[src/rtl/ps2_pkg.sv]
// Shared PS/2 byte constants, decoder FSM encoding and a control-byte classifier.
// The optional held-key table is enabled by defining PS2_TYPEMATIC_FILTER_EN.
package ps2_pkg;

  localparam logic [7:0] PS2_PFX_EXT   = 8'hE0;
  localparam logic [7:0] PS2_PFX_BRK   = 8'hF0;
  localparam logic [7:0] PS2_KEY_SPACE = 8'h29;
  localparam logic [7:0] PS2_KEY_ESC   = 8'h76;
  localparam logic [7:0] PS2_BAT       = 8'hAA;
  localparam logic [7:0] PS2_ACK       = 8'hFA;
  localparam logic [7:0] PS2_ECHO      = 8'hEE;
  localparam logic [7:0] PS2_RESEND    = 8'hFE;

  typedef enum logic [1:0] {
    IDLE   = 2'd0,
    FETCH  = 2'd1,
    DECODE = 2'd2
  } ps2_state_e;

  // Keyboard status replies: never key events, and they end any prefix sequence.
  function automatic logic is_ctrl_byte(input logic [7:0] b);
    return (b == PS2_BAT) || (b == PS2_ACK) || (b == PS2_ECHO) || (b == PS2_RESEND);
  endfunction

endpackage

[src/rtl/ps2_scancode_decoder_if.sv]
// Upstream PS/2 receiver FIFO port: head byte, non-empty, overflow and active-low pop.
interface ps2_scancode_decoder_if;
  logic [7:0] kb_data;
  logic       kb_ready;
  logic       kb_overflow;
  logic       kb_rdn;

  modport master (output kb_data, output kb_ready, output kb_overflow, input kb_rdn);
  modport slave  (input kb_data, input kb_ready, input kb_overflow, output kb_rdn);
endinterface

[src/rtl/ps2_key_table.sv]
// 256-entry held-key bitmap used to drop typematic repeats.
// Only present when PS2_TYPEMATIC_FILTER_EN is defined.
`ifdef PS2_TYPEMATIC_FILTER_EN
module ps2_key_table (
  input  logic       clk,
  input  logic       rst,
  input  logic       set,
  input  logic       clr,
  input  logic [7:0] addr,
  output logic       held
);

  logic [255:0] held_q;
  logic [255:0] held_d;

  // Next-state of the bitmap: set wins over clear for the addressed entry.
  always_comb begin
    held_d = held_q;
    if (set) begin
      held_d[addr] = 1'b1;
    end else if (clr) begin
      held_d[addr] = 1'b0;
    end else begin
      held_d = held_q;
    end
  end

  // Bitmap register.
  always_ff @(posedge clk or posedge rst) begin
    if (rst) begin
      held_q <= 256'd0;
    end else begin
      held_q <= held_d;
    end
  end

  assign held = held_q[addr];

endmodule
`endif

[src/rtl/ps2_scancode_decoder.sv]
// PS/2 set-2 scan code decoder: pops bytes from the receiver FIFO, strips E0/F0
// prefixes and emits key events. PS2_TYPEMATIC_FILTER_EN enables repeat filtering.
module ps2_scancode_decoder
  import ps2_pkg::*;
(
  input  logic                         clk,
  input  logic                         rst,
  ps2_scancode_decoder_if.slave        kb,
  output logic                         key_valid,
  output logic [7:0]                   key_code,
  output logic                         key_ext,
  output logic                         key_break,
  output logic                         space_down,
  output logic                         esc_down,
  output logic                         ovf_seen
);

  ps2_state_e state_q, state_d;
  logic [7:0] code_q, code_d;
  logic       ext_q, ext_d, brk_q, brk_d;
  logic       kb_rdn_q, kb_rdn_d;
  logic       key_valid_q, key_valid_d;
  logic [7:0] key_code_q, key_code_d;
  logic       key_ext_q, key_ext_d, key_break_q, key_break_d;
  logic       space_q, space_d, esc_q, esc_d, ovf_q, ovf_d;
  logic       ext_eff_s, brk_eff_s, suppress_s;

`ifdef PS2_TYPEMATIC_FILTER_EN
  logic tbl_set_s, tbl_clr_s, tbl_held_s;

  ps2_key_table u_key_table (
    .clk  (clk),
    .rst  (rst),
    .set  (tbl_set_s),
    .clr  (tbl_clr_s),
    .addr (code_q),
    .held (tbl_held_s)
  );
`endif

  // Next-state and event decode; an overflow in the same cycle voids any prefix.
  always_comb begin
    state_d     = state_q;
    code_d      = code_q;
    ext_eff_s   = ext_q & ~kb.kb_overflow;
    brk_eff_s   = brk_q & ~kb.kb_overflow;
    ext_d       = ext_eff_s;
    brk_d       = brk_eff_s;
    kb_rdn_d    = 1'b1;
    key_valid_d = 1'b0;
    key_code_d  = key_code_q;
    key_ext_d   = key_ext_q;
    key_break_d = key_break_q;
    space_d     = space_q;
    esc_d       = esc_q;
    ovf_d       = ovf_q | kb.kb_overflow;
    suppress_s  = 1'b0;
`ifdef PS2_TYPEMATIC_FILTER_EN
    tbl_set_s   = 1'b0;
    tbl_clr_s   = 1'b0;
`endif
    case (state_q)
      IDLE: begin
        if (kb.kb_ready) begin
          code_d   = kb.kb_data;
          kb_rdn_d = 1'b0;
          state_d  = FETCH;
        end else begin
          state_d  = IDLE;
        end
      end
      FETCH: begin
        state_d = DECODE;
      end
      DECODE: begin
        state_d = IDLE;
        if (code_q == PS2_PFX_EXT) begin
          ext_d = 1'b1;
        end else if (code_q == PS2_PFX_BRK) begin
          brk_d = 1'b1;
        end else if (is_ctrl_byte(code_q)) begin
          ext_d = 1'b0;
          brk_d = 1'b0;
        end else begin
          ext_d = 1'b0;
          brk_d = 1'b0;
          if (!ext_eff_s && (code_q == PS2_KEY_SPACE)) begin
            space_d = ~brk_eff_s;
          end else begin
            space_d = space_q;
          end
          if (!ext_eff_s && (code_q == PS2_KEY_ESC)) begin
            esc_d = ~brk_eff_s;
          end else begin
            esc_d = esc_q;
          end
`ifdef PS2_TYPEMATIC_FILTER_EN
          tbl_set_s  = ~ext_eff_s & ~brk_eff_s;
          tbl_clr_s  = ~ext_eff_s & brk_eff_s;
          suppress_s = tbl_set_s & tbl_held_s;
`endif
          if (!suppress_s) begin
            key_valid_d = 1'b1;
            key_code_d  = code_q;
            key_ext_d   = ext_eff_s;
            key_break_d = brk_eff_s;
          end else begin
            key_valid_d = 1'b0;
          end
        end
      end
      default: begin
        state_d = IDLE;
      end
    endcase
  end

  // State and output registers; pop strobe is a flop so it cannot glitch.
  always_ff @(posedge clk or posedge rst) begin
    if (rst) begin
      state_q     <= IDLE;
      code_q      <= 8'h00;
      ext_q       <= 1'b0;
      brk_q       <= 1'b0;
      kb_rdn_q    <= 1'b1;
      key_valid_q <= 1'b0;
      key_code_q  <= 8'h00;
      key_ext_q   <= 1'b0;
      key_break_q <= 1'b0;
      space_q     <= 1'b0;
      esc_q       <= 1'b0;
      ovf_q       <= 1'b0;
    end else begin
      state_q     <= state_d;
      code_q      <= code_d;
      ext_q       <= ext_d;
      brk_q       <= brk_d;
      kb_rdn_q    <= kb_rdn_d;
      key_valid_q <= key_valid_d;
      key_code_q  <= key_code_d;
      key_ext_q   <= key_ext_d;
      key_break_q <= key_break_d;
      space_q     <= space_d;
      esc_q       <= esc_d;
      ovf_q       <= ovf_d;
    end
  end

  assign kb.kb_rdn  = kb_rdn_q;
  assign key_valid  = key_valid_q;
  assign key_code   = key_code_q;
  assign key_ext    = key_ext_q;
  assign key_break  = key_break_q;
  assign space_down = space_q;
  assign esc_down   = esc_q;
  assign ovf_seen   = ovf_q;

endmodule
[src/flat_wrapper.sv]
// flat-port wrapper written by rule: the top's interface ports become plain ports
module ps2_scancode_decoder_flat import ps2_pkg::*;
  (clk, rst, key_valid, key_code, key_ext, key_break, space_down, esc_down, ovf_seen, kb_kb_data, kb_kb_ready, kb_kb_overflow, kb_kb_rdn);
  ps2_scancode_decoder_if kb_i ();
  input  logic clk;
  input  logic rst;
  output logic key_valid;
  output logic [7:0] key_code;
  output logic key_ext;
  output logic key_break;
  output logic space_down;
  output logic esc_down;
  output logic ovf_seen;
  input wire logic [$bits(kb_i.kb_data)-1:0] kb_kb_data;
  input wire logic [$bits(kb_i.kb_ready)-1:0] kb_kb_ready;
  input wire logic [$bits(kb_i.kb_overflow)-1:0] kb_kb_overflow;
  output wire logic [$bits(kb_i.kb_rdn)-1:0] kb_kb_rdn;
  assign kb_i.kb_data = kb_kb_data;
  assign kb_i.kb_ready = kb_kb_ready;
  assign kb_i.kb_overflow = kb_kb_overflow;
  assign kb_kb_rdn = kb_i.kb_rdn;
  ps2_scancode_decoder u_core (.clk(clk), .rst(rst), .kb(kb_i), .key_valid(key_valid), .key_code(key_code), .key_ext(key_ext), .key_break(key_break), .space_down(space_down), .esc_down(esc_down), .ovf_seen(ovf_seen));
endmodule
[config.mk]
export PLATFORM = sky130hd
export DESIGN_NAME = ps2_scancode_decoder_flat
export DESIGN_NICKNAME = d
export VERILOG_FILES = /design/src/rtl/ps2_pkg.sv /design/src/rtl/ps2_scancode_decoder_if.sv /design/src/rtl/ps2_key_table.sv /design/src/rtl/ps2_scancode_decoder.sv /design/src/flat_wrapper.sv
export SDC_FILE = /design/constraint.sdc
export NUM_CORES = 1
export LEC_CHECK = 0
export ABC_AREA = 1
export CORE_ASPECT_RATIO = 1.75
export CORE_MARGIN = 1
export CORE_UTILIZATION = 46
export DETAILED_ROUTE_END_ITERATION = 12
export PLACE_DENSITY = 0.82
export SKIP_CTS_REPAIR_TIMING = 1
export SLEW_MARGIN = 5
export SYNTH_ARGS = -nofsm -noshare
export SYNTH_HDL_FRONTEND = slang
export SYNTH_SLANG_ARGS = --single-unit
[constraint.sdc]
create_clock -name clk -period 2.2 [get_ports clk]
set_input_delay 0.33 -clock clk [delete_from_list [all_inputs] [get_ports clk]]
set_output_delay 0.33 -clock clk [all_outputs]
set_load 0.01 [all_outputs]
Yosys cells after proc, flatten, opt, wreduce, memory -nomap -nowiden
Index checks and enable logic that the tools add are counted.
{"block": "op_classes", "mux": 14, "reduce_logical": 11, "n_bitwise": 8, "eq_ne": 10}
{"op": "$eq A8 B8 Y1 const B", "count": 6}
{"op": "$mux W1", "count": 13}
{"op": "$reduce_and A5 Y1", "count": 2}
{"op": "$eq A8 B6 Y1 const B", "count": 1}
{"op": "$eq A8 B7 Y1 const B", "count": 1}
{"op": "$not A1 Y1", "count": 5}
{"op": "$pmux W2 S2", "count": 1}
{"op": "$reduce_and A4 Y1", "count": 1}
{"op": "$logic_or A1 B1 Y1", "count": 3}
{"op": "$and A1 B1 Y1", "count": 2}
{"op": "$eq A2 B1 Y1 const B", "count": 1}
{"op": "$eq A2 B2 Y1 const B", "count": 1}
{"op": "$logic_and A1 B1 Y1", "count": 2}
{"op": "$logic_not A2 Y1", "count": 1}
{"op": "$reduce_and A2 Y1", "count": 1}
{"op": "$logic_not A1 Y1", "count": 1}
{"op": "$or A1 B1 Y1", "count": 1}
{"block": "totals", "out_inout_bits": 15, "ff_bits": 27, "wordCells": 55, "input_bits": 12}

Longest topological paths before layout
Gate-level depths: netlist of the first run.
{"block": "logic_depth", "ltp_word": 8, "ltp_mapped": 12, "ltp_nobuf": 11}

Worst setup path before layout of the first run
OpenSTA, ideal clock, no wires.
{"block": "synth_path", "path_type": "register -> register", "start": "register u_core.code_q[0]", "end": "register u_core.key_code_q[4], in the netlist u_core.key_code[4]", "slack_ns": 0.912, "required_ns": 2.083, "path_buffers": 1, "period_less_slack_ns": 1.288, "setup_time_ns": 0.117, "t_arrival_ns": 1.172, "path_stages_with_launch": 12, "cell_sequence": "dfrtp_1 -> inv_2 -> nand2_2 -> nor2_2 -> inv_2 -> nor2_4 -> nor2_4 -> nand2_4 -> buf_6 -> inv_2 -> nand2_1 -> nand2_1"}
{"block": "synth_via", "elab_chain_len": 6, "elab_cells_between_ends": 13, "cone_classes": "eq/ne (6); bitwise (3); reduce/logical (4)"}
{"item": "start: declaration", "line_no": "ps2_scancode_decoder.sv:19", "text": "logic [7:0] code_q, code_d;"}
{"item": "start signal: assignment", "line_no": "ps2_scancode_decoder.sv:135", "text": "code_q <= code_d;"}
{"item": "$eq A8 B8 Y1", "line_no": "ps2_pkg.sv:22", "text": "return (b == PS2_BAT) || (b == PS2_ACK) || (b == PS2_ECHO) || (b == PS2_RESEND);"}
{"item": "$logic_or A1 B1 Y1 (3 in series)", "line_no": "ps2_pkg.sv:22"}
{"item": "$not A1 Y1 (no line)"}
{"item": "$reduce_and A4 Y1 (no line) (*)"}
{"item": "end signal: assignment", "line_no": "ps2_scancode_decoder.sv:140", "text": "key_code_q <= key_code_d;"}
{"item": "end: declaration", "line_no": "ps2_scancode_decoder.sv:23", "text": "logic [7:0] key_code_q, key_code_d;"}
Every way passes the cells marked *; elsewhere a longest branch is shown, timed or not.
A chain may end at the register's enable or synchronous reset.

Worst setup path after layout of the first run
{"block": "layout_path", "start": "register u_core.kb_rdn_q, in the netlist u_core.kb.kb_rdn", "end": "output kb_kb_rdn"}
{"item": "start: declaration", "line_no": "ps2_scancode_decoder.sv:21", "text": "logic kb_rdn_q, kb_rdn_d;"}
{"item": "start signal: assignment", "line_no": "ps2_scancode_decoder.sv:138", "text": "kb_rdn_q <= kb_rdn_d;"}
{"item": "end: declaration", "line_no": "flat_wrapper.sv:17", "text": "output wire logic [$bits(kb_i.kb_rdn)-1:0] kb_kb_rdn;"}
No word-level cell between the ends.

==> results.md, run 1 <==
* Status: complete, no violations
* Hold Vio Cnt, Final at 0
* Worst slack, placed at 0.5269 ns
* Finished Layout Cells at 187
* Antenna Nets Post-Route at 0
* Maxcap violations at 0
* Chip height at 69.78 um
* Die Wd at 40.73 um
* Switching Power at 0.0004719 W
* TritonCTS clock tree: built
* Max Freq at 608.6 MHz
* Crit-path leading delay family: flip-flops
* Final wirelength at 2274 um
* Largest net degree at the start of global routing at 28
* Pins over their slew limit at 0
* Logic pwr share at 0.334
* Reg2reg path depth at 10
* HPWL after DPL at 1733 um
* H-tree depth at 1
* Worst vdd ir at 0.6158 mV
* Vias per cell at 4.957
* Pwr dens at 947.7 nW/um^2
* Vias in the first global route at 914
* DRC at 0
* Max Clock Skew at 0.001494 ns
* Area delta synth->final at 26.32%
* Setup tns final at 0 ns
* CTS clk-pin slew, worst paths at 0.08 ns
* Mean Syn Cell Area at 9.078 sq um
* Worst r2r dst: u_core.key_code[4]
* Crit path DAT at 1.31 ns
* Post-Route Utilization at 0.6119
* First-pass GRT wire length at 3815 um
* Yosys reg bits at 27
* Post-route minimum period at 1.643 ns
* Sequential area share after synthesis at 0.5606
* Avg WL per Cell at 12.16 um
* NumNets Final at 174
* Router iterations before antenna repair at 4
* Worst EP required at 1.87 ns
* Power Internal at 0.0009735 W
* Via count at 927
* GRT Residual Overflow at 0
* Tightest Pin Transition at 0.3541 ns
* Number of cells on the critical path at 1
* GPL Wtd Cong at 0.8711
* Total die area at 2842 sq um
* WP buf/inv at 1
* # clock sinks at 27
* Clock Tree Root: clkbuf_8
* Hold_ws at 0.4126 ns
* Total CTS buffers at 3
* Clock power frac at 0.191
* Clk Latency, worst-skew pair at 0.27 ns
* Type of the worst setup path: flip-flop to output pin
* Boundary Pins at 27
* Net Sw Frac at 0.3265
* Share of layout cells above drive strength 1 at 0.1925
* IO buf count at 26
* Post-synthesis cell area at 1207 sq um
* Antenna violations before repair at 0
* CP startpoint kind: flip-flop
* Crit-path max cell delay at 0.52 ns
* Initial core utilization at 0.4844
* Crit-path cells: clkdlybuf4s50_1
* Post-Synthesis Net Count at 145
* Rel. slew slack at 0.7637
* Crit path from: u_core.kb.kb_rdn
* RSZ-0062 raised after global routing: no
* Synth Warn # at 0
* Core ar. at 2492 sq um
* Sequential share of power at 0.474
* Tcrit/Tclk final at 0.7469
* Path category of the worst min-delay check: input port to async pin
* Number of placement rows at 24
* Diodes inserted at 0
* Bufs on Longest Clock Path at 2
* Crit-path max FO at 1
* Setup WS post-layout at 0.5569 ns
* Iter 0 DRT Violations at 36
* Critical-path top delay cell: dfstp_2
* Post-Syn Instances at 133
* Nature of the critical path endpoint: output pin
* Setup Viol. Count Final at 0
* Total GRT Usage at 0.1949
* Inst Count DP at 183
* Reg2reg start: u_core.code_q[0]
* Count of cell types in the netlist at 20
* Leak pwr at 0.7251 nW
* R2r setup slk at 0.71 ns
per-stage QoR:
step | area (sq um) | total power [W]
6_report | 1525 | 0.001445
5_1_grt | 1525 | 0.001541
4_1_cts | 1525 | 0.001455
3_5_place_dp | 1480 | 0.001182
3_3_place_gp | 1480 | 0.001162
2_1_floorplan | 1207 | 0.0009618
power groups by stage:
stage / combinational (W) / clock [W] / sequential, W
2_1_floorplan: 0.000239 / 0 / 0.000723
3_3_place_gp: 0.000473 / 0 / 0.000689
3_5_place_dp: 0.000486 / 0 / 0.000696
4_1_cts: 0.000489 / 0.000280 / 0.000686
5_1_grt: 0.000539 / 0.000303 / 0.000699
6_report: 0.000483 / 0.000277 / 0.000686
tightest hold or removal path: cells and delay by family:
family / cells / cell delay, ns
buffers and inverters: 3 / 0.76
cells in the mapped netlist:
cell,n,area share
dfstp_2,1,0.022
o21ai_1,2,0.0083
o21ai_0,7,0.029
o21ai_2,7,0.051
nand4_1,3,0.016
or2_2,1,0.0052
buf_2,1,0.0041
nand3_1,7,0.029
dfrtp_1,26,0.54
nor2_2,2,0.010
nor2_1,6,0.019
nor2_4,2,0.019
a21oi_1,1,0.0041
inv_1,9,0.028
nand2_1,40,0.12
inv_2,7,0.022
nand2_4,2,0.019
buf_6,2,0.019
nand2_2,5,0.026
nor3_1,2,0.0083
layer usage:
| metal | global-route usage | wire, um | vias to the layer above | share of wire |
|---|---|---|---|---|
| li1 | - | - | 472 | - |
| met1 | 0.2030 | 869 | 418 | 0.38 |
| met2 | 0.3298 | 1245 | 26 | 0.55 |
| met3 | 0.03205 | 58 | 11 | 0.026 |
| met4 | 0.1148 | 101 | 0 | 0.044 |
| met5 | 0 | 0 | - | 0 |
cell families (layout without fill, tap and decap cells):
family,count (synthesis),count (layout),share of synthesized area
flip-flops,27,27,0.5606
AND/OR/NAND/NOR,70,70,0.2746
buffers and inverters,19,47,0.07254
AO/OA/AOI/OAI,17,17,0.09222
sequential cells by signal, summed over array words and instances, names as in the netlist:
name               flops
u_core.esc_down        1
u_core.key_break       1
u_core.key_code        8
u_core.code_q          8
u_core.key_ext         1
u_core.ext_q           1
u_core.brk_q           1
u_core.key_valid       1
u_core.space_down      1
u_core.state_q         2
u_core.ovf_seen        1
u_core.kb.kb_rdn       1
worst max path at each step:
stage	to	slack [ns]
floorplan	u_core.key_code[4]	0.91
global placement	u_core.space_down	0.65
detailed placement	u_core.space_down	0.53
CTS	kb_kb_rdn	0.55
global route	kb_kb_rdn	0.52
finish	kb_kb_rdn	0.56
layout by cell type, fill, tap and decap left out, types with 2 or more instances in the layout:
cell type | netlist | final
o21ai_2 | 7 | 7
nand2_4 | 2 | 2
o21ai_0 | 7 | 7
inv_1 | 9 | 9
clkdlybuf4s50_1 | 0 | 26
dfrtp_1 | 26 | 26
nand2_1 | 40 | 40
nor2_4 | 2 | 2
nand2_2 | 5 | 5
nor3_1 | 2 | 2
nand4_1 | 3 | 3
nor2_2 | 2 | 2
inv_2 | 7 | 7
nand3_1 | 7 | 7
o21ai_1 | 2 | 2
nor2_1 | 6 | 6
clkbuf_8 | 0 | 3
final cells by class:
cell class | instances | area (sq um)
flip-flops and latches | 27 | 676.9
inverters | 16 | 60.06
repair buffers | 27 | 267.8
well taps | 26 | 32.53
multi-input cells | 87 | 442.9
clock buffers | 4 | 45.04
fillers | 236 | 967.2
Note: power is estimated with default switching activity, not from simulation.
==> run 2: changes to the inputs <==
==> constraint.sdc (replaced) <==
create_clock -name clk -period 1.7 [get_ports clk]
set_input_delay 0.255 -clock clk [delete_from_list [all_inputs] [get_ports clk]]
set_output_delay 0.255 -clock clk [all_outputs]
set_load 0.01 [all_outputs]
==> run 2 against run 1 <==
Net effect: global-route usage about the same; sequential cell count unchanged; die area unchanged; hold slack got worse by 0.077 ns; sequential power increased by 29%; highest routed layer unchanged; critical path depth unchanged; core utilization unchanged.
==> results.md, run 2 (synthesis results as in run 1) <==
* DRC at 0 (unchanged)
* Share of layout cells above drive strength 1 at 0.1925 (unchanged)
* Maxcap violations at 0 (unchanged)
* Status: complete, no violations (unchanged)
* Core ar. at 2492 sq um (unchanged)
* Type of the worst setup path: flip-flop to output pin (unchanged)
* Most frequent cells in the layout: nand2_1, clkdlybuf4s50_1, dfrtp_1, inv_1 (unchanged)
* Clock Tree Root: clkbuf_8 (unchanged)
* Antenna violations before repair at 0 (unchanged)
* Max Clock Skew at 0.003215 ns (was 0.001494 ns)
* Most common cell after layout, fill and taps aside: nand2_1 (unchanged)
* Finished Layout Cells at 187 (unchanged)
* Antenna Nets Post-Route at 0 (unchanged)
* CTS clk-pin slew, worst paths at 0.09 ns (was 0.08 ns)
* Hold Vio Cnt, Final at 0 (unchanged)
* Total CTS buffers at 3 (unchanged)
* IO buf count at 26 (unchanged)
* Bufs on Longest Clock Path at 2 (unchanged)
* Worst slack, placed at 0.07736 ns (was 0.5269 ns)
* First-pass GRT wire length at 3926 um (was 3815 um)
* Crit-path cells: clkdlybuf4s50_1 (unchanged)
* Critical-path top delay cell: dfstp_2 (unchanged)
* Initial core utilization at 0.4844 (unchanged)
* Total GRT Usage at 0.1953 (was 0.1949)
* CP startpoint kind: flip-flop (unchanged)
* Via count at 945 (was 927)
* Inst Count DP at 183 (unchanged)
* Crit-path max cell delay at 0.52 ns (about the same)
* R2r setup slk at 0.23 ns (was 0.71 ns)
* Die Wd at 40.73 um (unchanged)
* Router iterations before antenna repair at 4 (unchanged)
* # clock sinks at 27 (unchanged)
* Hold_ws at 0.3355 ns (was 0.4126 ns)
* Vias per cell at 5.053 (was 4.957)
* Boundary Pins at 27 (unchanged)
* Worst EP required at 1.44 ns (was 1.87 ns)
* DP Area at 1480 sq um (unchanged)
* NumNets Final at 174 (unchanged)
* Worst r2r dst: u_core.key_code[4] (unchanged)
* TritonCTS clock tree: built (unchanged)
* Largest net degree at the start of global routing at 28 (unchanged)
* Pwr dens at 1221 nW/um^2 (was 947.7 nW/um^2)
* Post-route minimum period at 1.568 ns
* Setup WS post-layout at 0.1322 ns (was 0.5569 ns)
* Tightest Pin Transition at 0.3622 ns (was 0.3541 ns)
* Crit path DAT at 1.31 ns (about the same)
* Worst vdd ir at 0.5572 mV (was 0.6158 mV)
* Setup Viol. Count Final at 0 (unchanged)
* HPWL after DPL at 1717 um (was 1733 um)
* Iter 0 DRT Violations at 28 (was 36)
* Number of placement rows at 24 (unchanged)
* Area delta synth->final at 26.32% (unchanged)
* Clk Latency, worst-skew pair at 0.27 ns (about the same)
* Crit-path leading delay family: flip-flops (unchanged)
* WP buf/inv at 1 (unchanged)
* Fin area at 1525 sq um (unchanged)
* GRT Residual Overflow at 0 (unchanged)
* Leak pwr at 0.7251 nW (unchanged)
* Max Freq at 637.8 MHz
* Final wirelength at 2234 um (was 2274 um)
* Reg2reg path depth at 10 (unchanged)
* Setup tns final at 0 ns (unchanged)
* Crit-path max FO at 1 (unchanged)
* Tcrit/Tclk final at 0.9223
* Avg WL per Cell at 11.95 um (was 12.16 um)
* Vias in the first global route at 986 (was 914)
* RSZ-0062 raised after global routing: no (unchanged)
* Total die area at 2842 sq um (unchanged)
* Nature of the critical path endpoint: output pin (unchanged)
* Reg2reg start: u_core.code_q[0] (unchanged)
* Fillers at 222 (was 236)
* Rel. slew slack at 0.7583 (was 0.7637)
* GPL Wtd Cong at 0.8687 (was 0.8711)
* Pins over their slew limit at 0 (unchanged)
* Path category of the worst min-delay check: input port to async pin (unchanged)
* H-tree depth at 1 (unchanged)
* Diodes inserted at 0 (unchanged)
* Chip height at 69.78 um (unchanged)
## run 2: cell counts in the layout (fill, tap and decap cells not counted)
Identical to the previous run, type by type.
## run 2: cell type report
cell class	instances	area (sq um)	share of cell area
Timing Repair Buffer	27	267.8	0.1756
Inverter	16	60.06	0.03938
Sequential cell	27	676.9	0.4438
Tap cell	26	32.53	0.02133
Clock buffer	4	45.04	0.02953
Multi-Input combinational cell	87	442.9	0.2904
## run 2: power by group
part	internal, W	switching, W
Sequential	0.000793	0.0000923
Clock	0.000168	0.000186
Combinational	0.000299	0.000324
## run 2: worst max-delay path by stage
stage	start	endpoint	slack, ns	cells after the start
after global placement	kb_kb_overflow	u_core.space_down	0.23	8
after global routing	u_core.code_q[4]	u_core.key_code[4]	0.08	11
final	u_core.kb.kb_rdn	kb_kb_rdn	0.13	1
after floorplan	u_core.code_q[0]	u_core.key_code[4]	0.41	11
after detailed placement	kb_kb_overflow	u_core.space_down	0.08	8
after CTS	u_core.kb.kb_rdn	kb_kb_rdn	0.12	1
## run 2: layer usage
layer  vias up  track usage  share of wire
li1        472            -              -
met1       445       0.2064           0.39
met2        21       0.3351           0.56
met3         7      0.03205          0.021
met4         0       0.1000          0.031
met5         -            0              0
## run 2: per-stage QoR
stage,total power [W],util
floorplan,0.001245,-
global placement,0.001504,0.5939
detailed placement,0.001526,0.5939
CTS,0.001879,0.6119
global route,0.001995,0.6119
finish,0.001862,0.6119
==> run 3: changes to the inputs <==
--- a/config.mk
+++ b/config.mk
@@ -6,6 +6,7 @@
 export NUM_CORES = 1
 export LEC_CHECK = 0
 export ABC_AREA = 1
+export ABC_CLOCK_PERIOD_IN_PS = 1700
 export CORE_ASPECT_RATIO = 1.75
 export CORE_MARGIN = 1
 export CORE_UTILIZATION = 46
==> results of run 3 <==
The final DEF is identical to that of run 2; final timing and power are the same.
